[config.mk]
export PLATFORM = sky130hd
export DESIGN_NAME = i2s_rx_ctrl_regs
export DESIGN_NICKNAME = d
export VERILOG_FILES = /design/src/rtl/i2s_rx_ctrl_regs.sv
export SDC_FILE = /design/constraint.sdc
export NUM_CORES = 1
export LEC_CHECK = 0
export ABC_AREA = 1
export CORE_ASPECT_RATIO = 0.8
export CORE_MARGIN = 10
export CORE_UTILIZATION = 35
export DETAILED_ROUTE_END_ITERATION = 16
export GPL_ROUTABILITY_DRIVEN = 0
export PLACE_DENSITY_LB_ADDON = 0.08
export SYNTH_ARGS = -nofsm -noshare
export SYNTH_HDL_FRONTEND = slang
export SYNTH_SLANG_ARGS = --single-unit
[constraint.sdc]
create_clock -name s_axi_ctrl_aclk -period 8 [get_ports s_axi_ctrl_aclk]
set_input_delay 0.8 -clock s_axi_ctrl_aclk [delete_from_list [all_inputs] [get_ports s_axi_ctrl_aclk]]
set_output_delay 0.8 -clock s_axi_ctrl_aclk [all_outputs]
set_load 0.02 [all_outputs]
[src/rtl/i2s_rx_ctrl_regs.sv]
// AXI4-Lite control register file for the I2S receiver: enable, channel enable,
// channel-mux words, sticky overflow status and a level interrupt.
module i2s_rx_ctrl_regs #(
  parameter logic [31:0] C_VERSION = 32'h0001_0000,
  parameter int          NUM_CHMUX = 6
) (
  input  logic                    s_axi_ctrl_aclk,
  input  logic                    s_axi_ctrl_areset,
  input  logic                    s_axi_ctrl_awvalid,
  output logic                    s_axi_ctrl_awready,
  input  logic [7:0]              s_axi_ctrl_awaddr,
  input  logic                    s_axi_ctrl_wvalid,
  output logic                    s_axi_ctrl_wready,
  input  logic [31:0]             s_axi_ctrl_wdata,
  output logic                    s_axi_ctrl_bvalid,
  input  logic                    s_axi_ctrl_bready,
  output logic [1:0]              s_axi_ctrl_bresp,
  input  logic                    s_axi_ctrl_arvalid,
  output logic                    s_axi_ctrl_arready,
  input  logic [7:0]              s_axi_ctrl_araddr,
  output logic                    s_axi_ctrl_rvalid,
  input  logic                    s_axi_ctrl_rready,
  output logic [31:0]             s_axi_ctrl_rdata,
  output logic [1:0]              s_axi_ctrl_rresp,
  output logic                    core_enable,
  output logic [2:0]              ctrl_mode,
  output logic [3:0]              ch_enable,
  output logic [32*NUM_CHMUX-1:0] ch_mux,
  input  logic                    ovf_pulse,
  output logic                    irq
);

  // Word addresses (byte address >> 2)
  localparam logic [5:0] W_VERSION = 6'h00;
  localparam logic [5:0] W_CTRL    = 6'h02;
  localparam logic [5:0] W_STATUS  = 6'h04;
  localparam logic [5:0] W_IRQ_EN  = 6'h05;
  localparam logic [5:0] W_CH_EN   = 6'h08;
  localparam logic [5:0] W_CHMUX   = 6'h14;

  localparam logic [1:0] RESP_OKAY   = 2'b00;
  localparam logic [1:0] RESP_SLVERR = 2'b10;

  logic [3:0]  ctrl;
  logic        ovf;
  logic        irq_en;
  logic [3:0]  ch_en;
  logic [31:0] chmux [NUM_CHMUX];

  logic        aw_held, w_held;
  logic [5:0]  awaddr_q;
  logic [31:0] wdata_q;

  logic        aw_hs, w_hs, ar_hs, b_hs, r_hs;
  logic        wr_fire, wr_err, w1c;
  logic [5:0]  wr_word, rd_word;
  logic [31:0] wr_data, rd_data;
  logic        rd_err;
  logic        unused;

  assign unused = ^{s_axi_ctrl_awaddr[1:0], s_axi_ctrl_araddr[1:0]};

  assign s_axi_ctrl_awready = !aw_held;
  assign s_axi_ctrl_wready  = !w_held;
  assign s_axi_ctrl_arready = !s_axi_ctrl_rvalid;

  assign aw_hs = s_axi_ctrl_awvalid & s_axi_ctrl_awready;
  assign w_hs  = s_axi_ctrl_wvalid  & s_axi_ctrl_wready;
  assign ar_hs = s_axi_ctrl_arvalid & s_axi_ctrl_arready;
  assign b_hs  = s_axi_ctrl_bvalid  & s_axi_ctrl_bready;
  assign r_hs  = s_axi_ctrl_rvalid  & s_axi_ctrl_rready;

  // A live handshake is used directly so AW+W together commit on that same edge.
  assign wr_word = aw_held ? awaddr_q : s_axi_ctrl_awaddr[7:2];
  assign wr_data = w_held  ? wdata_q  : s_axi_ctrl_wdata;
  assign wr_fire = (aw_held | aw_hs) & (w_held | w_hs) & !s_axi_ctrl_bvalid;
  assign rd_word = s_axi_ctrl_araddr[7:2];

  always_comb begin
    wr_err = 1'b1;
    case (wr_word)
      W_CTRL, W_STATUS, W_IRQ_EN, W_CH_EN: wr_err = 1'b0;
      default: begin
        for (int i = 0; i < NUM_CHMUX; i++)
          if (wr_word == 6'(W_CHMUX + i)) wr_err = 1'b0;
      end
    endcase
  end

  assign w1c = wr_fire & !wr_err & (wr_word == W_STATUS) & wr_data[0];

  always_comb begin
    rd_data = '0;
    rd_err  = 1'b0;
    case (rd_word)
      W_VERSION: rd_data = C_VERSION;
      W_CTRL:    rd_data = {28'b0, ctrl};
      W_STATUS:  rd_data = {31'b0, ovf};
      W_IRQ_EN:  rd_data = {31'b0, irq_en};
      W_CH_EN:   rd_data = {28'b0, ch_en};
      default: begin
        rd_err = 1'b1;
        for (int i = 0; i < NUM_CHMUX; i++) begin
          if (rd_word == 6'(W_CHMUX + i)) begin
            rd_data = chmux[i];
            rd_err  = 1'b0;
          end
        end
      end
    endcase
  end

  always_ff @(posedge s_axi_ctrl_aclk or posedge s_axi_ctrl_areset) begin
    if (s_axi_ctrl_areset) begin
      aw_held           <= 1'b0;
      w_held            <= 1'b0;
      awaddr_q          <= '0;
      wdata_q           <= '0;
      s_axi_ctrl_bvalid <= 1'b0;
      s_axi_ctrl_bresp  <= RESP_OKAY;
    end else begin
      if (aw_hs) begin
        aw_held  <= 1'b1;
        awaddr_q <= s_axi_ctrl_awaddr[7:2];
      end
      if (w_hs) begin
        w_held  <= 1'b1;
        wdata_q <= s_axi_ctrl_wdata;
      end
      if (wr_fire) begin
        s_axi_ctrl_bvalid <= 1'b1;
        s_axi_ctrl_bresp  <= wr_err ? RESP_SLVERR : RESP_OKAY;
      end else if (b_hs) begin
        s_axi_ctrl_bvalid <= 1'b0;
        aw_held           <= 1'b0;
        w_held            <= 1'b0;
      end
    end
  end

  always_ff @(posedge s_axi_ctrl_aclk or posedge s_axi_ctrl_areset) begin
    if (s_axi_ctrl_areset) begin
      ctrl   <= '0;
      irq_en <= 1'b0;
      ch_en  <= '0;
      ovf    <= 1'b0;
      irq    <= 1'b0;
      for (int i = 0; i < NUM_CHMUX; i++) chmux[i] <= '0;
    end else begin
      if (wr_fire && !wr_err) begin
        case (wr_word)
          W_CTRL:   ctrl   <= wr_data[3:0];
          W_IRQ_EN: irq_en <= wr_data[0];
          W_CH_EN:  ch_en  <= wr_data[3:0];
          default: begin
            for (int i = 0; i < NUM_CHMUX; i++)
              if (wr_word == 6'(W_CHMUX + i)) chmux[i] <= wr_data;
          end
        endcase
      end
      // A new overflow event beats a simultaneous clear.
      ovf <= ovf_pulse | (ovf & !w1c);
      irq <= ovf & irq_en;
    end
  end

  always_ff @(posedge s_axi_ctrl_aclk or posedge s_axi_ctrl_areset) begin
    if (s_axi_ctrl_areset) begin
      s_axi_ctrl_rvalid <= 1'b0;
      s_axi_ctrl_rdata  <= '0;
      s_axi_ctrl_rresp  <= RESP_OKAY;
    end else if (ar_hs) begin
      s_axi_ctrl_rvalid <= 1'b1;
      s_axi_ctrl_rdata  <= rd_data;
      s_axi_ctrl_rresp  <= rd_err ? RESP_SLVERR : RESP_OKAY;
    end else if (r_hs) begin
      s_axi_ctrl_rvalid <= 1'b0;
    end
  end

  assign core_enable = ctrl[0];
  assign ctrl_mode   = ctrl[3:1];
  assign ch_enable   = ch_en;

  for (genvar g = 0; g < NUM_CHMUX; g++) begin : g_chmux
    assign ch_mux[g*32 +: 32] = chmux[g];
  end

endmodule

After elaboration in Yosys (flattened, before gate mapping)

Cells that the tools add are included.

Register bits after elaboration: 281
Latch bits: 0
Memory bits (writable): 0
Memory bits (read-only): 0
Input bits: 56
Memories kept: 0

$add $sub $neg: 0
$mul: 0
Div/mod/pow operators: 0
Magnitude comparators: 0
Eq/ne operators: 20
Shift-type cells: 0
Muxes and demuxes: 35
Bitwise operators: 16
Reductions and logical operators: 22

Operators by type and width:

| cell                                                                   | number |
|---|---|
| 32-bit 2-to-1 mux                                                      | 7 |
| 32-bit case mux with 5 select lines                                    | 1 |
| 6-bit by 5-bit equality test with 1-bit output (second input constant) | 12 |
| 6-bit by 3-bit equality test with 1-bit output (second input constant) | 4 |
| 1-bit 2-to-1 mux                                                       | 24 |
| 3-bit AND reduction                                                    | 6 |
| 1-bit bitwise AND                                                      | 12 |
| 6-bit by 2-bit equality test with 1-bit output (second input constant) | 2 |
| 6-bit by 4-bit equality test with 1-bit output (second input constant) | 2 |
| 1-bit logical NOT                                                      | 6 |
| 6-bit logical NOT                                                      | 1 |
| 6-bit 2-to-1 mux                                                       | 1 |
| 2-bit AND reduction                                                    | 3 |
| 5-bit OR reduction                                                     | 1 |
| 2-bit 2-to-1 mux                                                       | 2 |
| 2-bit nonzero test                                                     | 2 |
| 4-bit OR reduction                                                     | 1 |
| 1-bit bitwise OR                                                       | 3 |
| 3-bit OR reduction                                                     | 1 |
| 1-bit logical AND                                                      | 1 |
| 1-bit NOT                                                              | 1 |

Depth between registers and ports, before layout

Gate-level depths: netlist (run 1).

Depth after elaboration: 16
Mapped depth: 14
Mapped depth without buffers: 11

Least setup slack after synthesis (run 1)

Ideal clock, no wire load.

Path kind: input to register
Start: in s_axi_ctrl_awaddr[5]
End: reg chmux, in the netlist ch_mux[132]
Arrival time: 1.970 ns
Setup slack: 5.912 ns
Stages: 12
Buffers on the path: 2
Path through: nand2_1 > nand2_1 > nor2_1 > nand3_1 > nand2_1 > nor2_1 > nand2_2 > buf_6 > nand3_2 > buf_2 > nand2_1 > nand2_1

Cells in the longest elaborated chain, start to end: 12
Elaborated cells on any way between the ends: 24
Those cells by class: eq/ne (10); mux (8); bitwise (1); reduce/logical (5)

RTL lines:

| what                                           | line | RTL |
|---|---|---|
| start, declared                                | 11   | `input logic [7:0] s_axi_ctrl_awaddr,` |
| 6-bit 2-to-1 mux *                             | 74   | `assign wr_word = aw_held ? awaddr_q : s_axi_ctrl_awaddr[7:2];` |
| 6-bit by 5-bit equality test with 1-bit output | 85   | `if (wr_word == 6'(W_CHMUX + i)) wr_err = 1'b0;` |
| 1-bit 2-to-1 mux (6 in a row)                  | 85   |  |
| 1-bit 2-to-1 mux                               | 81   | `case (wr_word)` |
| 1-bit logical NOT                              | 150  | `if (wr_fire && !wr_err) begin` |
| 1-bit logical AND                              | 150  |  |
| 3-bit AND reduction (no source line) *         | -    |  |
| end signal, assigned by index                  | 157  | `if (wr_word == 6'(W_CHMUX + i)) chmux[i] <= wr_data;` |
| end, declared                                  | 48   | `logic [31:0] chmux [NUM_CHMUX];` |

Every way passes the cells marked *; elsewhere a longest branch is shown, timed or not.
A chain may end at the register's enable or synchronous reset.

Final worst setup path (run 1)

Start: reg aw_held
End: reg chmux, in the netlist ch_mux[10]

Cells in the longest elaborated chain, start to end: 12
Elaborated cells on any way between the ends: 29
Those cells by class: eq/ne (10); mux (8); bitwise (5); reduce/logical (6)

RTL lines:

| what                                           | line    | RTL |
|---|---|---|
| start, declared                                | 50      | `logic aw_held, w_held;` |
| start signal, assigned                         | 115     | `aw_held <= 1'b0;` |
| start signal, assigned                         | 123     | `aw_held <= 1'b1;` |
| start signal, assigned                         | 135     | `aw_held <= 1'b0;` |
| 6-bit 2-to-1 mux                               | 74      |  |
| 6-bit by 5-bit equality test with 1-bit output | 85, 157 |  |
| 1-bit 2-to-1 mux (6 in a row)                  | 85      |  |
| 1-bit 2-to-1 mux                               | 81      |  |
| 1-bit logical NOT                              | 150     |  |
| 1-bit logical AND                              | 150     |  |
| 3-bit AND reduction (no source line) *         | -       |  |

Marks and branches as above.

==> results of run 1 <==
[flip-flops by register name, indices dropped and copies added (netlist names)]
signal and count:
s_axi_ctrl_bvalid 1, s_axi_ctrl_rresp 1, s_axi_ctrl_rdata 32, ctrl 4, awaddr_q 6, irq_en 1, ch_mux 192, s_axi_ctrl_rvalid 1
w_held 1, irq 1, s_axi_ctrl_bresp 1, ovf 1, ch_enable 4, aw_held 1, wdata_q 32
[per-stage QoR]
stage                     instance area (sq um)  setup slack [ns]  power (mW)  std cells  util (%)
after global routing                      17700              3.40        7.33       2442      47.5
after global placement                    16500              3.43        5.33       2382      44.4
after detailed placement                  16500              3.37        5.36       2382      44.4
after CTS                                 17700              3.83        6.98       2442      47.5
final                                     17700              3.81        6.94       2442      47.5
after floorplan                           13300              3.51        3.92       1699         -
[report_power, final]
part	switching [mW]	leakage, nW	total [mW]	internal [mW]
Combinational	1.97	4.51	3.02	1.05
Sequential	0.412	3.68	2.33	1.91
Clock	0.619	0.571	1.59	0.975
[cells in the mapped netlist]
| master | n | area [sq um] |
|---|---|---|
| mux2_2 | 3 | 33.8 |
| or2_2 | 2 | 12.5 |
| conb_1 | 1 | 3.75 |
| nand2_2 | 1 | 6.26 |
| nand3_2 | 1 | 10.0 |
| buf_2 | 28 | 140 |
| nand2_1 | 722 | 2710 |
| buf_6 | 11 | 124 |
| nor2_2 | 1 | 6.26 |
| o21ai_0 | 134 | 671 |
| nor2_1 | 45 | 169 |
| or3_1 | 1 | 6.26 |
| nand3b_1 | 1 | 7.51 |
| dfrtp_1 | 279 | 6980 |
| a21oi_1 | 58 | 290 |
| inv_1 | 101 | 379 |
| o211a_1 | 1 | 10.0 |
| nor3_4 | 1 | 16.3 |
| clkbuf_1 | 76 | 285 |
| nand3_1 | 33 | 165 |
| buf_4 | 2 | 15.0 |
| o21a_1 | 4 | 30.0 |
| nand4_1 | 188 | 1180 |
| inv_2 | 4 | 15.0 |
[metal layers]
layer  vias up  global-route usage [%]
li1       6043                       -
met2       524                    32.8
met3        60                    5.82
met1      6090                    31.3
met4         0                    4.86
met5         -                       0
[area by class of cell]
cell class | instances | area share (%)
Clock buffer | 56 | 6.27
Clock inverter | 4 | 0.276
Inverter | 105 | 2.25
Multi-Input combinational cell | 1198 | 30.7
Sequential cell | 279 | 39.5
Tap cell | 487 | 3.45
Timing Repair Buffer | 313 | 17.6
[worst max-delay path, delay by kind of cell (launching register included)]
family	cells	cell delay, ns
buf+inv	3	1.00
flops	1	0.59
simple gates	9	2.38
[kinds of logic (layout without fill, tap and decap cells)]
logic type,Yosys count,in the layout
AOI/OAI and AO/OA,197,197
muxes,3,3
buffers and inverters,222,478
and+or+nand+nor,996,996
DFF,279,279
other,1,2
[final timing paths]
kind | endpoint | start
min in group asynchronous | s_axi_ctrl_rdata[5] | s_axi_ctrl_areset
hold reg to reg | s_axi_ctrl_rdata[12] | s_axi_ctrl_rdata[12]
hold / removal | s_axi_ctrl_rdata[12] | s_axi_ctrl_rdata[12]
max in group asynchronous | ch_mux[118] | s_axi_ctrl_areset
setup / recovery | ch_mux[10] | aw_held
setup reg to reg | ch_mux[10] | aw_held
==> results.py, run 1 <==
metrics = {
    "layout": {
        "multi_input_area_sq_um": 5420,
        "final_cell_mix": "nand2_1 (721), clkdlybuf4s50_1 (291), dfrtp_1 (278)",
        "seq_area_sq_um": 6980,
        "syn2layout_area_growth_pct": 33.2,
        "drive_gt1_share_pct": 5.27,
        "fillers": 3671,
        "n_antenna_cell": 0,
        "final_nets": 1987,
        "layout_commonest_cell": "nand2_1",
    },
    "placement": {
        "io_buffers": 291,
        "dpl.hpwl_um": 34000,
    },
    "hold_path": {
        "whs_path_depth": 2,
        "hold_path_class": "reg -> reg",
    },
    "route": {
        "drt_iter0_markers": 1357,
        "drc": 0,
        "top_layer_used": "met4",
        "wl_um": 52100,
        "wl_met3_um": 4390,
        "vias_per_cell": 5.21,
        "first_pass_iters": 6,
        "num_vias": 12700,
        "ant_nets": 0,
        "wl_per_cell_um": 21.3,
        "m1WireLength_um": 23900,
        "wl_met2_um": 22800,
    },
    "worst_setup_path": {
        "start_kind": "flip-flop",
        "r2r_slack_ns": 3.81,
        "max_stage_delay_ns": 0.92,
        "r2r_cells": 12,
        "crit_chain": "inv_2 -> nand2_1 -> nand2_1 -> nor2_1 -> inv_1 -> nor2_1 -> nor2_1 -> nand2_4 -> buf_4 -> nand3_2 -> nand2_1 -> nand2_1",
        "path_class": "reg -> reg",
        "path_max_fanout": 69,
        "worstPathArrival_ns": 4.59,
        "cp_slowest_cell": "nand3_2",
        "crit_required_ns": 8.40,
        "cpMostUsedCell": "nand2_1",
        "crit_path_end_kind": "flip-flop",
    },
    "yosys": {
        "synth.distinct_cells": 24,
        "synth-xor-area-share_pct": 0,
        "synth.avg_cell_area_sq_um": 7.81,
        "syn_area_sq_um": 13300,
        "ys_seq_area_share_pct": 52.6,
        "synthMuxAreaShare_pct": 0.255,
        "synth_top_family_by_area": "simple AND/OR/NAND/NOR gates",
        "synthCells": 1698,
        "synth-compound-area-share_pct": 7.55,
        "synthSimpleGateAreaFrac_pct": 32.3,
        "synthAdderAreaFrac_pct": 0,
        "ys_ff_latch": 279,
        "yosys_warnings": 0,
    },
    "grt": {
        "antenna_found_initial": 0,
        "grt_pass1_vias": 12200,
        "gr-total-overflow": 0,
        "grt_use_total_pct": 22.0,
        "grt_pass1_wl_um": 79600,
        "grt_max_degree": 171,
    },
    "sta": {
        "skew_ns": 0.0168,
        "fin_crit_sh_pct": 52.4,
        "setup_tns_ns": 0,
        "worstMarginPinSlew_ns": 1.32,
        "fmax_ghz": 0.239,
        "hold_viol_final": 0,
        "whs_ns": 0.475,
        "fin_crit_ns": 4.19,
        "maxSlewViolCount": 0,
        "rsz0062_at_grt": "false",
        "finalSetupViolations": 0,
        "relSlewSlack_pct": 11.1,
    },
    "cts": {
        "ctsHoldBuffers": 0,
        "clock_path_buffers": 3,
        "post_cts_buffers": 0,
        "clock_sinks": 279,
        "cts_resized": 0,
        "tritoncts": "done",
        "cts_root_buf": "clkbuf_16",
        "clk_pin_slew_worst_paths_ns": 0.06,
        "cts_buffers": 34,
        "cts.htree.levels": 2,
        "clock_latency_ns": 0.52,
    },
    "floorplan": {
        "initial_core_util_pct": 35.7,
        "die_w_um": 238,
        "dieHeight_um": 194,
        "core_area_sq_um": 37200,
        "num_rows": 63,
        "num_io_pins": 298,
        "dieArea_sq_um": 46100,
    },
    "status": {
        "status": "finished, final reports clean",
    },
    "power": {
        "p_per_area_nw_per_um2": 393,
        "peakVddDrop_v": 0.000349,
        "power.leakage_nw": 8.76,
    },
    "run": {
        "maxCapViolCount": 0,
    },
}
Note: power is estimated with default switching activity, not from simulation.
==> run 2, diff against run 1 <==
==> constraint.sdc (replaced) <==
create_clock -name s_axi_ctrl_aclk -period 3.4 [get_ports s_axi_ctrl_aclk]
set_input_delay 0.34 -clock s_axi_ctrl_aclk [delete_from_list [all_inputs] [get_ports s_axi_ctrl_aclk]]
set_output_delay 0.34 -clock s_axi_ctrl_aclk [all_outputs]
set_load 0.02 [all_outputs]
==> results.py, run 2 (synthesis results as in run 1) <==
metrics = {
    "status": {
        "status": "finished, final reports clean",
    },
    "power": {
        "p_per_area_nw_per_um2": 901,
        "power_frac_clock_pct": 21.7,
        "power.leakage_nw": 8.86,
        "swShare_pct": 43.4,
        "comb_power_share_pct": 44.1,
        "power.switching_mw": 6.97,
        "pwr-share-seq_pct": 34.2,
        "peakVddDrop_v": 0.000660,
        "p_int_mw": 9.10,
    },
    "worst_setup_path": {
        "cp_slowest_cell": "dfrtp_1",
        "crit_required_ns": 3.86,
        "crit_buf_inv": 2,
        "path_max_fanout": 24,
        "cpMostUsedCell": "nand2_1",
        "r2r_slack_ns": 0.63,
        "max_stage_delay_ns": 0.59,
        "worstPathArrival_ns": 3.23,
        "path_depth": 12,
        "path_class": "reg -> reg",
        "reg2reg_from": "aw_held",
        "start_kind": "flip-flop",
        "timing.rr.end": "ch_mux[21]",
        "crit_path_end_kind": "flip-flop",
        "cp_top_family": "simple AND/OR/NAND/NOR gates",
        "r2r_cells": 12,
        "crit_chain": "inv_2 -> nand2_1 -> nand2_1 -> nor2_1 -> nand3_1 -> nand2_1 -> nor2_1 -> nand2_4 -> nand3_2 -> buf_4 -> nand2_1 -> nand2_1",
    },
    "floorplan": {
        "initial_core_util_pct": 35.7,
        "die_w_um": 238,
        "dieArea_sq_um": 46100,
        "num_rows": 63,
        "dieHeight_um": 194,
        "core_area_sq_um": 37200,
        "num_io_pins": 298,
    },
    "cts": {
        "ctsHoldBuffers": 0,
        "clock_latency_ns": 0.58,
        "cts_buffers": 31,
        "tritoncts": "done",
        "post_cts_buffers": 0,
        "cts.htree.levels": 1,
        "cts_resized": 0,
        "clock_sinks": 279,
        "cts_root_buf": "clkbuf_16",
        "clk_pin_slew_worst_paths_ns": 0.06,
        "clock_path_buffers": 3,
    },
    "layout": {
        "utilization_pct": 48.0,
        "fillers": 3726,
        "largest_register_ffs": 192,
        "drive_gt1_share_pct": 6.52,
        "final_nets": 2013,
        "final_cell_mix": "nand2_1 (721), clkdlybuf4s50_1 (291), dfrtp_1 (278)",
        "layout_commonest_cell": "nand2_1",
        "syn2layout_area_growth_pct": 34.5,
        "finish.instance_area_sq_um": 17800,
    },
    "route": {
        "drt_iter0_markers": 1190,
        "wl_per_cell_um": 21.7,
        "ant_nets": 0,
        "wl_um": 53600,
        "first_pass_iters": 7,
        "drc": 0,
        "vias_per_cell": 5.14,
        "num_vias": 12700,
    },
    "placement": {
        "dpl.hpwl_um": 37300,
        "io_buffers": 291,
        "dpl_cell_area_sq_um": 16800,
    },
    "sta": {
        "maxSlewViolCount": 0,
        "skew_ns": 0.0144,
        "fin_crit_ns": 2.77,
        "relSlewSlack_pct": 33.3,
        "fmax_ghz": 0.361,
        "finalSetupViolations": 0,
        "worstMarginPinSlew_ns": 0.990,
        "fin_crit_sh_pct": 81.5,
        "hold_viol_final": 0,
        "rsz0062_at_grt": "false",
    },
    "hold_path": {
        "hold_path_class": "in -> async",
    },
    "grt": {
        "antenna_found_initial": 12,
        "global_route.usage.met1_pct": 31.3,
        "grt_max_degree": 67,
        "grt_use_total_pct": 22.7,
        "gr-total-overflow": 0,
        "grt_busiest_layer": "met2",
        "grt_pass1_vias": 12100,
        "grt.met2_usage_pct": 34.0,
        "grt_use_met3_pct": 8.11,
        "grt_pass1_wl_um": 81600,
    },
    "run": {
        "maxCapViolCount": 0,
    },
}
-- run 2: changes by cell type in the layout (fill, tap and decap cells not counted), moves of 2 or more --
cell and change:
clkbuf_1 -2, clkbuf_8 -7, diode_2 +4, clkinv_2 +6, buf_4 +23, buf_12 +6, bufinv_16 +3, clkbuf_16 -6
-- run 2: power by group through the flow --
stage / registers, mW / clock network, mW / logic [mW]
CTS: 5.49 / 3.56 / 7.13
finish: 5.50 / 3.48 / 7.09
floorplan: 6.45 / 0 / 2.79
global placement: 5.51 / 0 / 7.06
detailed placement: 5.53 / 0 / 7.12
global route: 5.66 / 3.70 / 7.68
-- run 2: routing by layer --
| layer | share of wire, % | vias to the layer above |
|---|---|---|
| met1 | 45 | 6110 |
| li1 | - | 6094 |
| met5 | 0.15 | - |
| met3 | 9.5 | 65 |
| met2 | 44 | 420 |
| met4 | 1.4 | 14 |
-- run 2: how the worst max path moves through the flow --
| stage | from | endpoint | slack, ns |
|---|---|---|---|
| floorplan | s_axi_ctrl_areset | aw_held | -0.63 |
| global placement | s_axi_ctrl_awaddr[6] | ch_mux[25] | 0.65 |
| detailed placement | s_axi_ctrl_awaddr[4] | ch_mux[21] | 0.63 |
| CTS | aw_held | ch_mux[21] | 0.65 |
| global route | aw_held | ch_mux[20] | 0.39 |
| finish | aw_held | ch_mux[21] | 0.63 |
-- run 2: per-stage QoR --
stage          worst slack [ns]  total power [mW]  hold slack, ns  setup TNS (ns)  std cells
2_1_floorplan            -0.633              9.23           0.438         -176.70       1699
3_3_place_gp              0.652              12.6           0.464               0       2411
3_5_place_dp              0.625              12.6           0.467               0       2411
4_1_cts                   0.646              16.2           0.151               0       2466
5_1_grt                   0.392              17.0           0.189               0       2466
6_report                  0.630              16.1           0.158               0       2470
-- run 2: layout make-up --
class,instances,area (sq um),share of cell area (%)
inverters,105,398,2.23
diodes,4,10.0,0.0561
clock inverters,14,176,0.989
multi-input cells,1198,5420,30.4
flip-flops and latches,279,6980,39.1
well taps,487,609,3.41
repair buffers,342,3400,19.0
clock buffers,41,853,4.78
